==> src/rtl/seg_pkg.sv <==
// Shared definitions for the 7-segment scan controller: segment codes,
// scan FSM state encoding and a small elaboration-time helper.
package seg_pkg;

  // Scan FSM states
  typedef enum logic [1:0] {
    OFF   = 2'd0,
    GUARD = 2'd1,
    ON    = 2'd2
  } scan_state_t;

  // Active-low pattern with every segment dark
  localparam logic [6:0] SEG_BLANK = 7'b111_1111;

  // Active-low segment codes {g,f,e,d,c,b,a} for decimal digits 0..9
  localparam logic [6:0] SEG_CODE [0:9] = '{
    7'b100_0000,  // 0
    7'b111_1001,  // 1
    7'b010_0100,  // 2
    7'b011_0000,  // 3
    7'b001_1001,  // 4
    7'b001_0010,  // 5
    7'b000_0010,  // 6
    7'b111_1000,  // 7
    7'b000_0000,  // 8
    7'b001_0000   // 9
  };

  // Larger of two integers, used to size the shared slot counter
  function automatic int max_int(input int a, input int b);
    return (a > b) ? a : b;
  endfunction

endpackage

==> src/rtl/seg_decoder.sv <==
// BCD to active-low 7-segment decoder. Non-decimal codes and blanked
// digits produce an all-dark pattern.
module seg_decoder
  import seg_pkg::*;
(
  input  logic [3:0] bcd,
  input  logic       blank,
  output logic [6:0] seg
);

  // Look up the segment pattern for one digit, forcing dark when blanked
  always_comb begin
    seg = SEG_BLANK;
    if (blank) begin
      seg = SEG_BLANK;
    end else begin
      case (bcd)
        4'd0:    seg = SEG_CODE[0];
        4'd1:    seg = SEG_CODE[1];
        4'd2:    seg = SEG_CODE[2];
        4'd3:    seg = SEG_CODE[3];
        4'd4:    seg = SEG_CODE[4];
        4'd5:    seg = SEG_CODE[5];
        4'd6:    seg = SEG_CODE[6];
        4'd7:    seg = SEG_CODE[7];
        4'd8:    seg = SEG_CODE[8];
        4'd9:    seg = SEG_CODE[9];
        default: seg = SEG_BLANK;
      endcase
    end
  end

endmodule

==> src/rtl/seg_scan_ctrl.sv <==
// Time-multiplexed scan controller for common-anode 7-segment digits.
// Walks the digits with an all-dark guard slot before each one, and only
// swaps in newly loaded display data at frame boundaries (or while idle).
module seg_scan_ctrl
  import seg_pkg::*;
#(
  parameter int NUM_DIGITS   = 4,
  parameter int ON_CYCLES    = 50000,
  parameter int GUARD_CYCLES = 500
) (
  input  logic                      clk,
  input  logic                      rst,
  input  logic                      enable,
  input  logic                      load_valid,
  output logic                      load_ready,
  input  logic [4*NUM_DIGITS-1:0]   load_digits,
  input  logic [NUM_DIGITS-1:0]     load_blank,
  output logic [NUM_DIGITS-1:0]     anode_n,
  output logic [6:0]                segments,
  output logic                      frame_tick
);

  // Counter is floored at 2 so it never collapses to zero width
  localparam int CNT_MAX = max_int(max_int(ON_CYCLES, GUARD_CYCLES), 2);
  localparam int CNT_W   = $clog2(CNT_MAX);
  localparam int IDX_W   = $clog2(NUM_DIGITS);

  localparam logic [CNT_W-1:0]      ON_LAST    = CNT_W'(ON_CYCLES - 1);
  localparam logic [CNT_W-1:0]      GUARD_LAST = CNT_W'(GUARD_CYCLES - 1);
  // Explicit last-index compare keeps non-power-of-2 digit counts wrapping
  localparam logic [IDX_W-1:0]      IDX_LAST   = IDX_W'(NUM_DIGITS - 1);
  localparam logic [NUM_DIGITS-1:0] ANODE_OFF  = {NUM_DIGITS{1'b1}};
  localparam logic [NUM_DIGITS-1:0] ANODE_ONE  = NUM_DIGITS'(1);

  scan_state_t             state_r;
  logic [CNT_W-1:0]        cnt_r;
  logic [IDX_W-1:0]        digit_idx_r;
  logic [NUM_DIGITS-1:0]   anode_n_r;
  logic [6:0]              segments_r;
  logic                    frame_tick_r;
  logic                    load_ready_r;

  logic [4*NUM_DIGITS-1:0] shadow_digits_r;
  logic [NUM_DIGITS-1:0]   shadow_blank_r;
  logic [4*NUM_DIGITS-1:0] active_digits_r;
  logic [NUM_DIGITS-1:0]   active_blank_r;

  logic [3:0]              sel_bcd_s;
  logic                    sel_blank_s;
  logic [6:0]              dec_seg_s;
  logic                    frame_end_s;
  logic                    accept_s;
  logic                    apply_s;

  // Pick the active data of the digit about to be lit for the shared decoder
  always_comb begin
    sel_bcd_s   = active_digits_r[{digit_idx_r, 2'b00} +: 4];
    sel_blank_s = active_blank_r[digit_idx_r];
  end

  seg_decoder u_dec (
    .bcd   (sel_bcd_s),
    .blank (sel_blank_s),
    .seg   (dec_seg_s)
  );

  // Detect the frame boundary and decide between accepting and applying data
  always_comb begin
    frame_end_s = 1'b0;
    if (enable && (state_r == ON) && (cnt_r == ON_LAST) &&
        (digit_idx_r == IDX_LAST)) begin
      frame_end_s = 1'b1;
    end else begin
      frame_end_s = 1'b0;
    end
    // Shadow empty means ready; full shadow means a load is pending, so the
    // accept and apply paths can never fire together.
    accept_s = load_valid && load_ready_r;
    apply_s  = !load_ready_r && ((state_r == OFF) || frame_end_s);
  end

  // Scan FSM with registered anode, segment and frame pulse outputs
  always_ff @(posedge clk) begin
    if (rst) begin
      state_r      <= OFF;
      cnt_r        <= '0;
      digit_idx_r  <= '0;
      anode_n_r    <= ANODE_OFF;
      segments_r   <= SEG_BLANK;
      frame_tick_r <= 1'b0;
    end else if (!enable) begin
      state_r      <= OFF;
      cnt_r        <= '0;
      digit_idx_r  <= '0;
      anode_n_r    <= ANODE_OFF;
      segments_r   <= SEG_BLANK;
      frame_tick_r <= 1'b0;
    end else begin
      frame_tick_r <= 1'b0;
      case (state_r)
        OFF: begin
          state_r     <= GUARD;
          cnt_r       <= '0;
          digit_idx_r <= '0;
          anode_n_r   <= ANODE_OFF;
          segments_r  <= SEG_BLANK;
        end
        GUARD: begin
          if (cnt_r == GUARD_LAST) begin
            state_r    <= ON;
            cnt_r      <= '0;
            anode_n_r  <= ~(ANODE_ONE << digit_idx_r);
            segments_r <= dec_seg_s;
          end else begin
            cnt_r      <= cnt_r + CNT_W'(1);
            anode_n_r  <= ANODE_OFF;
            segments_r <= SEG_BLANK;
          end
        end
        ON: begin
          if (cnt_r == ON_LAST) begin
            state_r    <= GUARD;
            cnt_r      <= '0;
            anode_n_r  <= ANODE_OFF;
            segments_r <= SEG_BLANK;
            if (digit_idx_r == IDX_LAST) begin
              digit_idx_r  <= '0;
              frame_tick_r <= 1'b1;
            end else begin
              digit_idx_r  <= digit_idx_r + IDX_W'(1);
            end
          end else begin
            cnt_r <= cnt_r + CNT_W'(1);
          end
        end
        default: begin
          state_r     <= OFF;
          cnt_r       <= '0;
          digit_idx_r <= '0;
          anode_n_r   <= ANODE_OFF;
          segments_r  <= SEG_BLANK;
        end
      endcase
    end
  end

  // Load handshake: capture into the shadow, then copy to active at a frame
  // boundary or straight away while the scanner is idle
  always_ff @(posedge clk) begin
    if (rst) begin
      shadow_digits_r <= '0;
      shadow_blank_r  <= '0;
      active_digits_r <= '0;
      active_blank_r  <= '0;
      load_ready_r    <= 1'b1;
    end else if (accept_s) begin
      shadow_digits_r <= load_digits;
      shadow_blank_r  <= load_blank;
      load_ready_r    <= 1'b0;
    end else if (apply_s) begin
      active_digits_r <= shadow_digits_r;
      active_blank_r  <= shadow_blank_r;
      load_ready_r    <= 1'b1;
    end
  end

  assign anode_n    = anode_n_r;
  assign segments   = segments_r;
  assign frame_tick = frame_tick_r;
  assign load_ready = load_ready_r;

endmodule

==> config.mk <==
export PLATFORM = sky130hd
export DESIGN_NAME = seg_scan_ctrl
export DESIGN_NICKNAME = d
export VERILOG_FILES = /design/src/rtl/seg_pkg.sv /design/src/rtl/seg_decoder.sv /design/src/rtl/seg_scan_ctrl.sv
export SDC_FILE = /design/constraint.sdc
export NUM_CORES = 1
export LEC_CHECK = 0
export ABC_AREA = 1
export CAP_MARGIN = 20
export CORE_ASPECT_RATIO = 1.1
export CORE_MARGIN = 1
export CORE_UTILIZATION = 55
export CTS_BUF_LIST = sky130_fd_sc_hd__clkbuf_8
export CTS_CLUSTER_DIAMETER = 30
export CTS_CLUSTER_SIZE = 12
export DETAILED_ROUTE_END_ITERATION = 12
export PLACE_DENSITY_LB_ADDON = 0.1
export SYNTH_ARGS = -nofsm -noshare
export SYNTH_HDL_FRONTEND = slang
export SYNTH_SLANG_ARGS = --single-unit
==> constraint.sdc <==
create_clock -name clk -period 1.9 [get_ports clk]
set_input_delay 0.285 -clock clk [delete_from_list [all_inputs] [get_ports clk]]
set_output_delay 0.285 -clock clk [all_outputs]
set_load 0.01 [all_outputs]
==> flow_summary.ini, run 1 <==
[routing]
drt_pass1_iterations = 4
routed_wl_um = 7010
wire_per_inst_um = 11.0
vias_per_cell = 4.98
drtIter0Drc = 132
antenna_left = 0
drc = 0
vias = 3170

[yosys]
synth_top_cell_by_area = dfxtp_1
syn_area_um2 = 3660
synth_area_leaders = dfxtp_1 (40%), nand2_1 (11%), nand3_1 (9.4%)
synth.top_cell.area_share_pct = 39.9
synth_seq_cells = 73
ys_types = 29
dominantRegCellSynth = dfxtp_1
post_synth.cell_area_avg_um2 = 7.06
synth_fp_nets = 556
synth_edf_count = 0
synth-seq-area-share_pct = 39.9
async_flop_share_pct = 0
postSynthCellCount = 518
ys_warn_count = 0

[pwr]
p_switching_mw = 0.883
p_seq_share_pct = 49.4
pwr-share-comb_pct = 12.1
power.density_nw_per_um2 = 775
p_int_mw = 2.44
switching_share_pct = 26.6
ir_drop_mv = 0.729
clkPwrFrac_pct = 38.5
p_leak_nw = 1.82

[clock_network]
root_buffer = clkbuf_8
cts.sinks = 73
post_cts_buffers = 0
numCtsBuffers = 9
worst_skew_pair.late_latency_ns = 0.36
cts_tree = yes
cts_max_path_buffers = 2
htree_num_levels = 3
path_clk_slew_ns = 0.08

[timing]
setup_viol = 0
whs_ns = 0.458
fmax_ghz = 0.595
tightest_slew_ns = 0.359
fin_crit_sh_pct = 88.4
max_slew_margin_pct = 75.9
period_needed_ns = 1.68
skew_ns = 0.0101
hold_viol_final = 0
drv_slew = 0
rsz0062_at_grt = no

[cells_and_area]
final_common_cell = nand2_1
n_antenna_cell = 0
area_delta_synth_final_pct = 17.0
final_cell_mix = nand2_1 (103), dfxtp_1 (72), nand3_1 (69)
drive_gt1_share_pct = 8.80
final_nets = 590
final_util_pct = 67.9

[floorplanning]
die_y_um = 87.5
ioPinCount = 37
die_area_um2 = 6980
fp.dieW_um = 79.8
start_util_pct = 58.0
rows = 30
core_area_um2 = 6310

[global_routing]
grtUsageTotal_pct = 22.4
overflow = 0
grt_pass1_wl_um = 12200
grt_antenna_before_repair = 0
first_global_vias = 2782
grt_max_degree = 42

[worst_setup_path]
end_kind = flop
crit_fanout = 41
cp-start-kind = flop
worstSetupPathType = reg2reg
worstPathRequired_ns = 2.15
timing.rr.start = cnt_r[0]
cp-startpoint = cnt_r[0]
arrival_ns = 1.93

[status]
status = complete, no violations

[min_path]
worstHoldStart = shadow_digits_r[15]
hold_path.class = reg2reg

[placement]
hpwl_um = 4950
gp_congestion = 0.801
numPortBuffers = 36

[flow_run]
maxCapViolations = 0
==> repair_timing <==
item	CTS	global route
setup endpoints to repair	2	4
gates resized for setup	1	3
hold buffers	0	0
==> stage by stage <==
step / TNS, ns / total power, mW / cells / setup WS, ns / instance area [µm²]
after global placement: 0 / 2.06 / 621 / 0.0430 / 4050
after floorplan: 0 / 1.97 / 518 / 0.300 / 3660
final: 0 / 3.32 / 637 / 0.221 / 4280
after CTS: 0 / 3.36 / 637 / 0.0960 / 4270
after detailed placement: -0.0306 / 2.07 / 621 / -0.0198 / 4050
after global routing: 0 / 3.48 / 637 / 0.0215 / 4280
==> cell families after synthesis <==
| group | after synthesis | share of synthesized area, % |
|---|---|---|
| and+or+nand+nor | 256 | 31.8 |
| buffers and inverters | 88 | 10.7 |
| AOI/OAI and AO/OA | 81 | 11.3 |
| DFF | 73 | 39.9 |
| adders and majority gates | 14 | 4.79 |
| xor gates and xnor gates | 6 | 1.44 |
==> area by class of cell <==
class | count | area (µm²)
inverters | 63 | 236
clock inverters | 6 | 73.8
repair buffers | 48 | 450
flip-flops and latches | 73 | 1470
clock buffers | 10 | 138
fillers | 571 | 2030
multi-input cells | 357 | 1820
well taps | 80 | 100
==> power groups by stage <==
stage	Sequential [mW]	Clock (mW)	Combinational [mW]
floorplan	1.67	0	0.301
global placement	1.68	0	0.386
detailed placement	1.68	0	0.395
CTS	1.64	1.32	0.398
global route	1.65	1.37	0.462
finish	1.64	1.28	0.401
==> path summary, 6_finish.rpt <==
path              slack [ns]                  end  cells after the start
setup / recovery        0.22   active_digits_r[1]                      8
hold / removal          0.46  shadow_digits_r[15]                      2
setup reg to reg        0.22   active_digits_r[1]                      8
hold reg to reg         0.46  shadow_digits_r[15]                      2
==> sequential cells by signal, summed over array words and instances (netlist names) <==
| name | count |
|---|---|
| active_digits_r | 16 |
| cnt_r | 16 |
| shadow_digits_r | 16 |
| segments | 7 |
| active_blank_r | 4 |
| anode_n | 4 |
| shadow_blank_r | 4 |
| digit_idx_r | 2 |
| state_r | 2 |
| frame_tick | 1 |
| load_ready | 1 |
==> critical path, stage by stage, from the launching register on <==
cell and delay, ns:
dfxtp_1 0.36, ha_1 0.25, nand3_2 0.12, nor2_2 0.17
nand3_2 0.16, nand2_8 0.24, nand3_1 0.12, nand2_1 0.09
nor2_1 0.05
==> metal layers <==
metal | routed length, µm | up-vias | GRT usage, %
li1 | - | 1722 | -
met1 | 3330 | 1366 | 27.3
met2 | 3250 | 67 | 37.1
met3 | 241 | 15 | 5.21
met4 | 183 | 0 | 11.0
met5 | 0 | - | 0
==> cells in the mapped netlist (3+ instances only) <==
master / number
xor2_1: 4
a21oi_1: 49
inv_1: 60
nor2_2: 4
clkbuf_1: 8
nand2_1: 104
dfxtp_1: 73
nand2_2: 3
buf_6: 7
buf_2: 7
buf_1: 3
nand2_4: 4
nor3_1: 7
o21ai_0: 28
nand3_1: 69
ha_1: 14
nor2_1: 55
nand3_2: 3
Note: power is estimated with default switching activity, not from simulation.
==> inputs of run 2 (changes only) <==
- CAP_MARGIN: 20 -> 10
- CORE_MARGIN: 1 -> 2
==> run 2 against run 1 <==
  * Sequential cell count unchanged
  * Non-clock buffer count decreased by 2
  * First-iteration DRC count increased by 7.6%
  * Power increased by 1.9%
  * Die area increased by 4.8%
  * Critical path type unchanged
  * Critical endpoint is now segments[5]
==> flow_summary.ini, run 2 (synthesis gave the netlist of run 1 again) <==
[cells_and_area]
area_delta_synth_final_pct = 16.7
final_common_cell = nand2_1
final_cell_mix = nand2_1 (104), dfxtp_1 (71), nand3_1 (69)
final_util_pct = 65.5
drive_gt1_share_pct = 8.30
reg_top3 = active_digits_r: 16 flops, cnt_r: 16 flops, shadow_digits_r: 16 flops
n_antenna_cell = 0
final_nets = 588

[floorplanning]
fp.dieW_um = 81.8
die_area_um2 = 7320
core_area_um2 = 6520
ioPinCount = 37
rows = 31
start_util_pct = 56.1
die_y_um = 89.5

[clock_network]
htree_num_levels = 3
path_clk_slew_ns = 0.08
cts_tree = yes
cts_max_path_buffers = 2
worst_skew_pair.late_latency_ns = 0.35
numCtsBuffers = 9
ctsResizeCount = 0
root_buffer = clkbuf_8
ctsHoldBuffers = 0
cts.sinks = 73
post_cts_buffers = 0

[global_routing]
grt_max_degree = 43
first_global_vias = 2781
grt_antenna_before_repair = 0
grt_pass1_wl_um = 12000
grtUsageTotal_pct = 20.9
overflow = 0

[pwr]
p_leak_nw = 1.81
switching_share_pct = 24.9
p_int_mw = 2.54
clkPwrFrac_pct = 39.7
power.density_nw_per_um2 = 792
p_seq_share_pct = 48.5
p_switching_mw = 0.843
ir_drop_mv = 0.590
pwr-share-comb_pct = 11.7

[timing]
hold_viol_final = 0
setup_viol = 0
max_slew_margin_pct = 73.4
drv_slew = 0
skew_ns = 0.00610
tightest_slew_ns = 0.400
final.setup.tns_ns = 0
period_needed_ns = 1.67
fmax_ghz = 0.598
fin_crit_sh_pct = 88.0
rsz0062_at_grt = no

[status]
status = complete, no violations

[worst_setup_path]
cp_num_buf_inv = 2
end_kind = flop
cp-start-kind = flop
worstPathRequired_ns = 2.15
critPathMaxStageDelay_ns = 0.35
crit_chain = buf_4 -> nand2_1 -> nand3_1 -> nand2_1 -> inv_1 -> ha_1 -> nand3b_1 -> nand3_1 -> nand3_1 -> nand2_1 -> nand2_1
worstSetupPathType = reg2reg
crit_fanout = 11
arrival_ns = 1.92
crit_top_cell = nand2_1
crit_family = simple AND/OR/NAND/NOR gates
cp_slowest_cell = dfxtp_2

[placement]
hpwl_um = 4900
gp_congestion = 0.830
numPortBuffers = 36

[routing]
vias = 3238
drt_pass1_iterations = 4
dr_wl_met2_um = 3290
vias_per_cell = 5.09
routedLengthMet1_um = 3440
drc = 0
antenna_left = 0
top_layer_used = met4
wire_per_inst_um = 11.2
routed-wl-met3_um = 287
routed_wl_um = 7110
drtIter0Drc = 142

[flow_run]
maxCapViolations = 0

[min_path]
hold_path.class = reg2reg
run 2: final cells by class:
class	count	area [µm²]
sequential	73	1460
multi-input combinational	357	1810
tap	82	103
inverter	63	236
clock buffer	10	138
fill	603	2250
clock inverter	5	80.1
timing repair buffer	46	435
run 2: per-layer routing:
| metal | vias up | GRT usage, % |
|---|---|---|
| li1 | 1715 | - |
| met1 | 1444 | 26.9 |
| met2 | 68 | 33.9 |
| met3 | 11 | 5.05 |
| met4 | 0 | 8.03 |
| met5 | - | 0 |
run 2: final timing paths:
kind / start / endpoint / slack, ns / cells after the start
max: digit_idx_r[0] / segments[5] / 0.23 / 11
min: cnt_r[0] / cnt_r[0] / 0.45 / 1
max reg2reg: digit_idx_r[0] / segments[5] / 0.23 / 11
min reg2reg: cnt_r[0] / cnt_r[0] / 0.45 / 1
run 2: worst register-to-register path: stages, from the launching register on:
cell,delay (ns)
dfxtp_2,0.35
buf_4,0.17
nand2_1,0.07
nand3_1,0.09
nand2_1,0.17
inv_1,0.09
ha_1,0.17
nand3b_1,0.17
nand3_1,0.10
nand3_1,0.07
nand2_1,0.08
nand2_1,0.05
run 2: metrics by stage:
stage,total power [mW],setup WS [ns],std cells,hold WS (ns),cell area (µm²)
after detailed placement,2.07,0.114,621,0.443,4040
after global placement,2.06,0.140,621,0.430,4040
after floorplan,1.97,0.300,518,0.357,3660
final,3.38,0.229,636,0.448,4270
after CTS,3.40,0.133,636,0.454,4260
after global routing,3.54,0.00890,636,0.472,4270
run 2: power groups by stage:
stage | Sequential [mW] | Combinational (mW) | Clock, mW
final | 1.64 | 0.397 | 1.34
after global routing | 1.65 | 0.458 | 1.44
after CTS | 1.64 | 0.396 | 1.37
after detailed placement | 1.68 | 0.394 | 0
after global placement | 1.68 | 0.386 | 0
after floorplan | 1.67 | 0.301 | 0
==> inputs of run 3 (changes only) <==
- MAX_ROUTING_LAYER: not set -> met4
==> run 3 against run 2 <==
  * Clock-buffer cell count did not move
  * Critical path depth did not move
  * Sequential share of layout area did not move
  * Clock power barely moved
  * Core utilization did not move
  * Hold slack improved by 0.0011 ns
  * Fmax barely moved
  * Setup slack barely moved
  * Combinational power barely moved
  * Global-route usage rose by 0.72 points
  * Largest cell class unchanged
  * Sequential power barely moved
  * Cell count did not move
==> flow_summary.ini, run 3 (synthesis gave the netlist of run 1 again) <==
[timing]
skew_ns = 0.00482
fin_crit_sh_pct = 87.9
fmax_ghz = 0.598
final.setup.tns_ns = 0
rsz0062_at_grt = no
tightest_slew_ns = 0.395
max_slew_margin_pct = 73.7
hold_viol_final = 0
setup_viol = 0
drv_slew = 0
period_needed_ns = 1.67
whs_ns = 0.449

[pwr]
power.density_nw_per_um2 = 791
ir_drop_mv = 0.590
p_leak_nw = 1.81
power.total_mw = 3.38

[worst_setup_path]
arrival_ns = 1.92
cp-start-kind = flop
worstPathRequired_ns = 2.15
end_kind = flop
r2r-end = segments[5]
crit_fanout = 11
worstSetupPathType = reg2reg
r2r_cells = 11
rrSetupSlack_ns = 0.23
timing.rr.start = digit_idx_r[0]

[clock_network]
post_cts_buffers = 0
worst_skew_pair.late_latency_ns = 0.35
root_buffer = clkbuf_8
cts_tree = yes
cts_max_path_buffers = 2
cts.sinks = 73
numCtsBuffers = 9
path_clk_slew_ns = 0.08
htree_num_levels = 3

[placement]
dpl.cell_count = 621
hpwl_um = 4900
numPortBuffers = 36
gp_congestion = 0.843

[floorplanning]
core_area_um2 = 6520
die_area_um2 = 7320
rows = 31
fp.dieW_um = 81.8
start_util_pct = 56.1
die_y_um = 89.5
ioPinCount = 37

[min_path]
hold_end = cnt_r[0]
hold_path.class = reg2reg
worstHoldStart = cnt_r[0]
min_delay_path_depth = 1

[global_routing]
grtUsageTotal_pct = 21.7
overflow = 0
grt_max_degree = 43
grt_antenna_before_repair = 0
first_global_vias = 2778
grt_pass1_wl_um = 12000

[cells_and_area]
final_cell_mix = nand2_1 (104), dfxtp_1 (71), nand3_1 (69)
final_util_pct = 65.5
final_nets = 588
drive_gt1_share_pct = 8.30
n_antenna_cell = 0
num-fill-cells = 603
final_common_cell = nand2_1
layout.cells.non_filler = 636
reg_top3 = active_digits_r: 16 flops, cnt_r: 16 flops, shadow_digits_r: 16 flops
area_delta_synth_final_pct = 16.7

[routing]
vias = 3219
routed_wl_um = 7080
vias_per_cell = 5.06
drt_pass1_iterations = 4
drc = 0
drtIter0Drc = 147
wire_per_inst_um = 11.1
antenna_left = 0

[flow_run]
maxCapViolations = 0

[status]
status = complete, no violations
==> run 3: cell counts in the layout (fill, tap and decap cells not counted) <==
No cell type changed its count.
==> run 3: layout make-up <==
type	instances	area [µm²]	area share, %
multi-input cells	357	1810	42.5
flip-flops and latches	73	1460	34.3
repair buffers	46	435	10.2
inverters	63	236	5.54
clock buffers	10	138	3.22
well taps	82	103	2.40
clock inverters	5	80.1	1.88
==> run 3: critical path, cell delays in order, from the launching register on <==
cell and delay [ns]:
dfxtp_2 0.35, buf_4 0.17, nand2_1 0.07, nand3_1 0.09
nand2_1 0.17, inv_1 0.08, ha_1 0.17, nand3b_1 0.17
nand3_1 0.10, nand3_1 0.07, nand2_1 0.08, nand2_1 0.05
==> run 3: power breakdown <==
group          leakage (nW)  switching (mW)  internal, mW
Combinational          1.10           0.229         0.167
Sequential            0.598          0.0343          1.61
Clock                 0.104           0.576         0.765
Total                  1.81           0.840          2.54
==> run 3: worst max path at each step <==
stage | to | slack [ns] | cells past startpoint | from
after global placement | active_digits_r[7] | 0.14 | 8 | enable
after floorplan | segments[6] | 0.30 | 12 | digit_idx_r[0]
after global routing | segments[5] | 0.009 | 11 | digit_idx_r[0]
after CTS | segments[5] | 0.13 | 11 | digit_idx_r[0]
after detailed placement | active_digits_r[12] | 0.11 | 8 | enable
final | segments[5] | 0.23 | 11 | digit_idx_r[0]
==> run 3: what timing repair did <==
item	in CTS	in global routing
hold buffers	0	0
gates resized for setup	0	3
endpoints found under the setup margin	0	6
==> run 3: per-stage QoR <==
stage	worst slack [ns]	instance area, µm²
2_1_floorplan	0.300	3660
3_3_place_gp	0.140	4040
3_5_place_dp	0.114	4040
4_1_cts	0.133	4260
5_1_grt	0.00890	4270
6_report	0.229	4270
==> run 3: per-layer routing <==
metal | GRT usage, % | up-vias | share of wire, %
li1 | - | 1714 | -
met1 | 27.0 | 1426 | 48
met2 | 33.9 | 68 | 46
met3 | 5.35 | 11 | 3.7
met4 | 8.03 | 0 | 1.7
met5 | - | - | 0
